$ cat src/rtl/vga_img_pkg.sv
// Shared frame-buffer geometry and scroll FSM state encoding for the VGA
// address path.
package vga_img_pkg;

    localparam int IMG_W      = 320;
    localparam int IMG_H      = 240;
    localparam int IMG_PIXELS = IMG_W * IMG_H;
    localparam int ADDR_W     = 17;

    typedef enum logic [1:0] {
        HOLD = 2'd0,
        UP   = 2'd1,
        DOWN = 2'd2
    } scroll_state_t;

endpackage

$ cat src/rtl/frame_tick_prescaler.sv
// Free-running scroll-rate prescaler; latches a pending tick at each wrap
// until the next frame boundary consumes it.
module frame_tick_prescaler #(
    parameter int TICK_DIV = 1048576
) (
    input  logic clk_25MHz,
    input  logic rst_1pulse,
    input  logic clear,
    output logic tick_pend,
    output logic wrap
);

    localparam int CNT_W = (TICK_DIV > 1) ? $clog2(TICK_DIV) : 1;

    logic [CNT_W-1:0] cnt;

    assign wrap = (cnt == CNT_W'(TICK_DIV - 1));

    always_ff @(posedge clk_25MHz or posedge rst_1pulse) begin
        if (rst_1pulse) begin
            cnt       <= '0;
            tick_pend <= 1'b0;
        end else begin
            cnt <= wrap ? '0 : cnt + CNT_W'(1);
            // A frame boundary always wins: a wrap in the same cycle is
            // consumed directly by the caller rather than left pending.
            if (clear)
                tick_pend <= 1'b0;
            else if (wrap)
                tick_pend <= 1'b1;
        end
    end

endmodule

$ cat src/rtl/vga_scroll_addr_gen.sv
// Maps 640x480 raster counters to a 2x-upscaled 320x240 BRAM address with
// frame-synchronous vertical scroll; mirroring is built only with VGA_MIRROR_EN.
module vga_scroll_addr_gen #(
    parameter int IMG_W    = vga_img_pkg::IMG_W,
    parameter int IMG_H    = vga_img_pkg::IMG_H,
    parameter int ADDR_W   = vga_img_pkg::ADDR_W,
    parameter int TICK_DIV = 1048576
) (
    input  logic              clk_25MHz,
    input  logic              rst_1pulse,
    input  logic [9:0]        h_cnt,
    input  logic [9:0]        v_cnt,
    input  logic              valid_in,
    input  logic              hsync_in,
    input  logic              vsync_in,
    input  logic              en,
    input  logic              dir,
    input  logic              hmir,
    input  logic              vmir,
    output logic [ADDR_W-1:0] pixel_addr,
    output logic              valid_out,
    output logic              hsync_out,
    output logic              vsync_out
);

    import vga_img_pkg::*;

    localparam logic [1:0] ST_HOLD = HOLD;
    localparam logic [1:0] ST_UP   = UP;
    localparam logic [1:0] ST_DOWN = DOWN;

    logic [1:0] state;
    logic [1:0] next_state;
    logic [7:0] offset;
    logic       fb;
    logic       tick_pend;
    logic       wrap;
    logic       step_req;
    logic [9:0] x;
    logic [9:0] y;
    logic [9:0] x_m;
    logic [9:0] y_m;
    logic [9:0] y_s;
    logic [9:0] y_w;
    logic [ADDR_W-1:0] addr_next;
    logic [1:0] valid_d;
    logic [1:0] hsync_d;
    logic [1:0] vsync_d;
    logic       unused_bits;

    assign fb       = (v_cnt == 10'(2 * IMG_H)) && (h_cnt == 10'd0);
    assign step_req = tick_pend | wrap;

    frame_tick_prescaler #(
        .TICK_DIV (TICK_DIV)
    ) u_prescaler (
        .clk_25MHz  (clk_25MHz),
        .rst_1pulse (rst_1pulse),
        .clear      (fb),
        .tick_pend  (tick_pend),
        .wrap       (wrap)
    );

    always_comb begin
        next_state = state;
        if (fb) begin
            if (!en)
                next_state = ST_HOLD;
            else if (dir)
                next_state = ST_UP;
            else
                next_state = ST_DOWN;
        end
    end

    // The step at a boundary follows the freshly sampled direction, so a
    // direction change and its first step land on the same frame.
    always_ff @(posedge clk_25MHz or posedge rst_1pulse) begin
        if (rst_1pulse) begin
            state  <= ST_HOLD;
            offset <= 8'd0;
        end else begin
            state <= next_state;
            if (fb && step_req) begin
                case (next_state)
                    ST_UP:   offset <= (offset == 8'(IMG_H - 1)) ? 8'd0 : offset + 8'd1;
                    ST_DOWN: offset <= (offset == 8'd0) ? 8'(IMG_H - 1) : offset - 8'd1;
                    default: offset <= offset;
                endcase
            end
        end
    end

    assign x = {1'b0, h_cnt[9:1]};
    assign y = {1'b0, v_cnt[9:1]};

`ifdef VGA_MIRROR_EN
    assign x_m = hmir ? 10'(IMG_W - 1) - x : x;
    assign y_m = vmir ? 10'(IMG_H - 1) - y : y;
`else
    assign x_m = x;
    assign y_m = y;
`endif

    // Single conditional subtract suffices: both terms are below IMG_H on
    // active lines.
    assign y_s       = y_m + {2'b00, offset};
    assign y_w       = (y_s >= 10'(IMG_H)) ? y_s - 10'(IMG_H) : y_s;
    assign addr_next = (ADDR_W'(y_w) << 8) + (ADDR_W'(y_w) << 6) + ADDR_W'(x_m);

    assign unused_bits = ^{h_cnt[0], v_cnt[0], hmir, vmir};

    always_ff @(posedge clk_25MHz or posedge rst_1pulse) begin
        if (rst_1pulse) begin
            pixel_addr <= '0;
            valid_d    <= 2'b00;
            hsync_d    <= 2'b11;
            vsync_d    <= 2'b11;
        end else begin
            pixel_addr <= valid_in ? addr_next : '0;
            valid_d    <= {valid_d[0], valid_in};
            hsync_d    <= {hsync_d[0], hsync_in};
            vsync_d    <= {vsync_d[0], vsync_in};
        end
    end

    assign valid_out = valid_d[1];
    assign hsync_out = hsync_d[1];
    assign vsync_out = vsync_d[1];

endmodule
$ cat config.mk
export PLATFORM = sky130hd
export DESIGN_NAME = vga_scroll_addr_gen
export DESIGN_NICKNAME = d
export VERILOG_FILES = /design/src/rtl/vga_img_pkg.sv /design/src/rtl/frame_tick_prescaler.sv /design/src/rtl/vga_scroll_addr_gen.sv
export SDC_FILE = /design/constraint.sdc
export NUM_CORES = 1
export LEC_CHECK = 0
export ABC_AREA = 1
export CAP_MARGIN = 30
export CORE_MARGIN = 2
export CORE_UTILIZATION = 34
export DETAILED_ROUTE_END_ITERATION = 12
export GPL_ROUTABILITY_DRIVEN = 0
export PLACE_DENSITY = 0.61
export SLEW_MARGIN = 40
export SYNTH_ARGS = -nofsm -noshare
export SYNTH_HDL_FRONTEND = slang
export SYNTH_SLANG_ARGS = --single-unit
$ cat constraint.sdc
create_clock -name clk_25MHz -period 6.15 [get_ports clk_25MHz]
set_input_delay 0.9225 -clock clk_25MHz [delete_from_list [all_inputs] [get_ports clk_25MHz]]
set_output_delay 0.9225 -clock clk_25MHz [all_outputs]
set_load 0.01 [all_outputs]
==> results.cfg, run 1 <==
[logic_synthesis]
yosysTopAreaCell = dfrtp_1
yosysUniqueCellTypes = 36
synth_seq_cells = 54
synth_fp_nets = 530
async_flop_share = 1.000
synth_most_common_cell = nand2_1
synth_ff_type = dfrtp_1
postSynthCellCount = 466
syn_avg_cell_area_um2 = 7.738
synth_top_cell_area_share = 0.3470
synth_enable_flop_cells = 0
synth_area_um2 = 3606
yosysSeqAreaShare = 0.3761
synthTopCellsByCount = nand2_1, inv_1, nor2_1
synth.top_cells.by_area = dfrtp_1, ha_1, nand2_1
ys_warn_count = 0

[clocking]
cts_resized = 0
holdBufCountCts = 0
clkTransAtPathRegs_ns = 0.09
cts_made_buffers = 5
clkLatencyLatePin_ns = 0.31
clk_path_buf_depth = 2
cts_sinks = 54
cts_root_buf = clkbuf_8
htree_levels = 2
postCtsSetupBuffers = 0
cts_tree = done

[global_routing]
grt_pass1_vias = 2939
grt_start_max_net_pins = 55
grt_pass1_wl_um = 13540
grt-ovfl-total = 0
antenna_found_initial = 0
grt_util_all_layers = 0.1462

[final_layout]
diodes = 0
area.sequential_um2 = 1356
syn_to_final_growth_pct = 19.67
fillers = 1064
nets = 581
multi_input_area_um2 = 1931
drive_above_1_share = 0.04440

[die]
pin_count = 49
start_util = 0.3493
dieArea_um2 = 11450
die_y_um = 107.0
fp.dieW_um = 107.0
core_um2 = 10320
core.rowCount = 37

[power]
leakage_nw = 2.193
powerDensity_nw_per_um2 = 194.3
vdd_ir_drop_max_mv = 0.08080
power_mw = 0.8384

[route]
wl_um = 7714
drcViolationCount = 0
wire_per_inst_um = 11.80
viasPerCell = 4.599
vias = 3008
ant_nets = 0
drt_iter0_drc = 149
firstDrtPassIters = 4

[placed_design]
place_worst_setup_slack_ns = 0.8918
port_buffers = 46
dpl.hpwl_um = 6108

[sta]
fin_crit_sh = 0.8031
post-route-min-period_ns = 4.939
setup-violations-final = 0
rsz0062_at_grt = no
setup_slack_ns = 1.211
worst_slew_margin_rel = 0.5457
fin_setup_tns_ns = 0
fmax_mhz = 202.5
hold_violations = 0
skew_ns = 0.006584
slew_viol_final = 0
tightest_slew_ns = 0.6814

[setup_path]
crit_buf_inv = 1
endpoint_kind = register
cp_max_fo = 4
crit_top_cell = nand2_1
critPathKind = input port to register
crit_chain = clkdlybuf4s50_1 > ha_1 > fa_1 > nand2_1 > nand2_1 > and2_1 > xor2_1 > ha_1 > nand3_1 > nand3_1 > xor2_1 > ha_1 > ha_1 > a21oi_1 > o21ai_0 > nand2_1 > nand2_1 > a21oi_1 > nor2_1 > o21ai_0 > nand3_1 > nand2_1 > nor2_1
critPathMaxStageDelay_ns = 0.44
critPathTopFamily = adder cells
cp.arrival_ns = 5.14
worst_setup_path_start_kind = input port
slowest_stage = clkdlybuf4s50_1
worstPathRequired_ns = 6.35

[status]
status = finished clean

[job]
maxCapViolCount = 0

[min_path]
hold_path_class = register to register
[worst register-to-register path: stages, from the launching register on]
cell,delay [ns]
dfrtp_1,0.44
ha_1,0.25
fa_1,0.38
nand2_1,0.09
nand2_1,0.07
and2_1,0.16
xor2_1,0.26
ha_1,0.26
nand3_1,0.14
nand3_1,0.19
xor2_1,0.23
ha_1,0.28
ha_1,0.35
a21oi_1,0.15
o21ai_0,0.15
nand2_1,0.09
nand2_1,0.05
a21oi_1,0.21
nor2_1,0.06
o21ai_0,0.22
nand3_1,0.10
nand2_1,0.07
nor2_1,0.05
[registers in the layout (all words and copies together) (netlist names)]
signal,count
pixel_addr,17
offset,8
vsync_d,2
u_prescaler.tick_pend,1
valid_d,2
u_prescaler.cnt,20
hsync_d,2
state,2
[where the power goes]
part / internal [mW] / total [mW] / switching [mW]
combinational: 0.121 / 0.260 / 0.139
clock: 0.0808 / 0.194 / 0.113
sequential: 0.379 / 0.384 / 0.00527
[routing by layer]
metal  track usage  share of wire  up-vias  routed length, um
li1              -              -     1580                  -
met1        0.2111           0.51     1373               3934
met2        0.2284           0.44       49               3416
met3       0.02128          0.037        6                285
met4       0.04082          0.010        0                 78
met5             0              0        -                  0
[logic make-up (layout without fill, tap and decap cells)]
kind of cell	after synthesis	count (layout)	synth area share
xor gates and xnor gates	30	30	0.07287
AOI/OAI and AO/OA	52	52	0.07738
DFF	54	54	0.3761
muxes	1	1	0.003123
and+or+nand+nor	210	210	0.2543
buffers and inverters	84	136	0.08848
adders and majority gates	35	35	0.1277
[metrics by stage]
stage	hold WS, ns	std cells	util	area, um^2
CTS	0.3649	654	0.4180	4315
finish	0.3616	654	0.4180	4315
detailed placement	0.3485	646	0.4099	4232
global route	0.3675	654	0.4180	4315
floorplan	0.3312	466	-	3606
global placement	0.3352	646	0.4099	4232
[area by class of cell]
type,count,share of cell area
Clock buffer,7,0.01769
Clock inverter,1,0.001740
Inverter,81,0.07104
Multi-Input combinational cell,328,0.4474
Sequential cell,54,0.3143
Tap cell,136,0.03943
Timing Repair Buffer,47,0.1084
[cells in the final DEF, fill, tap and decap left out, types with 2 or more instances in the layout]
master,instances
o21ai_0,22
o21ai_1,5
clkbuf_1,2
nand2_2,2
xnor2_1,8
ha_1,32
xor2_1,22
inv_2,2
inv_1,77
fa_1,3
nand2_1,100
nor4_1,6
nor3_1,9
dfrtp_1,50
clkbuf_8,5
nor2_1,53
clkdlybuf4s50_1,46
nand4_1,8
and2_1,2
a21oi_1,17
dfstp_2,4
a31oi_1,2
o31ai_1,2
nor3_4,2
nand3_1,23
[worst paths after layout]
check                                           end  depth (start not counted)  slack [ns]             startpoint
max                        pixel_addr[15]$_DFF_PP0_                         23        1.21               v_cnt[1]
min                            hsync_d[1]$_DFF_PP1_                          0        0.36   hsync_d[0]$_DFF_PP1_
max reg2reg                pixel_addr[15]$_DFF_PP0_                         22        1.80  offset[0]$_DFFE_PP0P_
min reg2reg                    hsync_d[1]$_DFF_PP1_                          0        0.36   hsync_d[0]$_DFF_PP1_
max in group asynchronous      valid_d[0]$_DFF_PP0_                          3        4.59             rst_1pulse
min in group asynchronous        state[1]$_DFF_PP0_                          3        1.10             rst_1pulse
(Power assumes the default switching activity.)
==> run 2: changes to the inputs <==
Clock period 6.15 ns to 5.2 ns, I/O delays scaled along.
==> run 2 against run 1 <==
  * Non-clock buffer count increased by 1
  * Sequential share of layout area down 0.32 points
  * Clock-buffer cell count fell by 1
  * Worst setup slack worse by 0.69 ns
  * Clock power is 57% higher
  * Sequential power increased by 18%
  * Sequential cell count stayed put
  * Final area grew 1.0%
  * Via count is 0.13% lower
  * Clock skew about the same
==> results.cfg, run 2 (same netlist as run 1, synthesis figures left out) <==
[status]
status = finished clean

[min_path]
hold_path_class = register to register

[global_routing]
grt_pass1_vias = 2862
antenna_found_initial = 0
grt_util_all_layers = 0.1445
grt_pass1_wl_um = 13340
grt-ovfl-total = 0
grt_start_max_net_pins = 55

[final_layout]
nets = 582
diodes = 0
drive_above_1_share = 0.05010
largest_register_ffs = 20
reg_top3 = u_prescaler.cnt: 20 flops, pixel_addr: 17 flops, offset: 8 flops
syn_to_final_growth_pct = 20.92
regMostFlops = u_prescaler.cnt
fillers = 1065
final_common_cell = nand2_1
final_cell_mix = nand2_1, inv_1, nor2_1

[sta]
hold_violations = 0
fin_crit_sh = 0.8999
rsz0062_at_grt = no
fin_hold_ws_ns = 0.3630
slew_viol_final = 0
skew_ns = 0.006164
fin_setup_tns_ns = 0
setup-violations-final = 0
tightest_slew_ns = 0.6722
post-route-min-period_ns = 4.680
worst_slew_margin_rel = 0.5519
fmax_mhz = 213.7

[clocking]
cts_sinks = 54
clk_path_buf_depth = 2
postCtsSetupBuffers = 0
cts_made_buffers = 5
cts_resized = 0
cts_tree = done
clkLatencyLatePin_ns = 0.31
htree_levels = 2
holdBufCountCts = 0
cts_root_buf = clkbuf_8
clkTransAtPathRegs_ns = 0.10

[route]
drcViolationCount = 0
viasPerCell = 4.586
drt_iter0_drc = 170
firstDrtPassIters = 6
vias = 3004
ant_nets = 0
wl_um = 7651
wire_per_inst_um = 11.68

[setup_path]
worst_setup_path_start_kind = input port
critPathMaxStageDelay_ns = 0.44
crit_top_cell = nand2_1
slowest_stage = clkdlybuf4s50_1
worstPathRequired_ns = 5.42
cp.arrival_ns = 4.90
endpoint_kind = register
rrSetupSlack_ns = 0.97
crit_chain = clkdlybuf4s50_1 > ha_1 > fa_1 > nand2_1 > nand2_1 > and2_1 > xor2_1 > ha_1 > nand3_1 > nand3_1 > xor2_1 > ha_1 > ha_1 > a21oi_1 > o21ai_0 > nand2_1 > nand2_1 > a21oi_1 > nor2_1 > o21ai_0 > nand3_1 > nand2_1 > nor2_1
critPathKind = input port to register
crit_buf_inv = 1
cp_max_fo = 4
critPathTopFamily = adder cells

[placed_design]
dpl.hpwl_um = 6116
port_buffers = 46

[die]
die_y_um = 107.0
dieArea_um2 = 11450
pin_count = 49
core.rowCount = 37
start_util = 0.3493
fp.dieW_um = 107.0
core_um2 = 10320

[power]
power_mw = 1.067
powerDensity_nw_per_um2 = 244.8
vdd_ir_drop_max_mv = 0.1036
leakage_nw = 2.221

[job]
maxCapViolCount = 0
run 2: worst paths after layout:
kind / startpoint / endpoint / cells past startpoint
worst max register to register: offset[0]$_DFFE_PP0P_ / pixel_addr[15]$_DFF_PP0_ / 22
worst max-delay path: v_cnt[1] / pixel_addr[15]$_DFF_PP0_ / 23
worst min register to register: vsync_d[0]$_DFF_PP1_ / vsync_d[1]$_DFF_PP1_ / 0
min in group asynchronous: rst_1pulse / state[1]$_DFF_PP0_ / 3
max in group asynchronous: rst_1pulse / pixel_addr[0]$_DFF_PP0_ / 3
worst min-delay path: vsync_d[0]$_DFF_PP1_ / vsync_d[1]$_DFF_PP1_ / 0
run 2: area by class of cell:
cell class / count / area (um^2) / share of cell area
clock buffers: 6 / 82.58 / 0.01894
clock inverters: 2 / 38.79 / 0.008895
inverters: 81 / 306.5 / 0.07030
multi-input cells: 328 / 1931 / 0.4428
flip-flops and latches: 54 / 1356 / 0.3110
well taps: 136 / 170.2 / 0.03902
repair buffers: 48 / 475.5 / 0.1090
run 2: per-stage QoR:
step	setup slack [ns]	cell area, um^2	utilization	instances
finish	0.5204	4360	0.4224	655
global route	0.04320	4360	0.4224	655
CTS	0.4860	4360	0.4224	655
detailed placement	0.1731	4239	0.4106	647
global placement	0.2586	4239	0.4106	647
floorplan	1.034	3606	-	466
run 2: routing by layer:
layer,vias to the layer above,global-route usage,part of all wire
met1,1351,0.2054,0.50
met5,-,0,0
li1,1585,-,-
met4,0,0.04082,0.013
met3,6,0.02006,0.050
met2,62,0.2302,0.44
run 2: where the power goes:
group          internal, mW  switching (mW)  leakage (nW)  total, mW
combinational         0.144           0.163          1.48      0.307
sequential            0.448         0.00666         0.677      0.455
clock                 0.159           0.146        0.0618      0.305
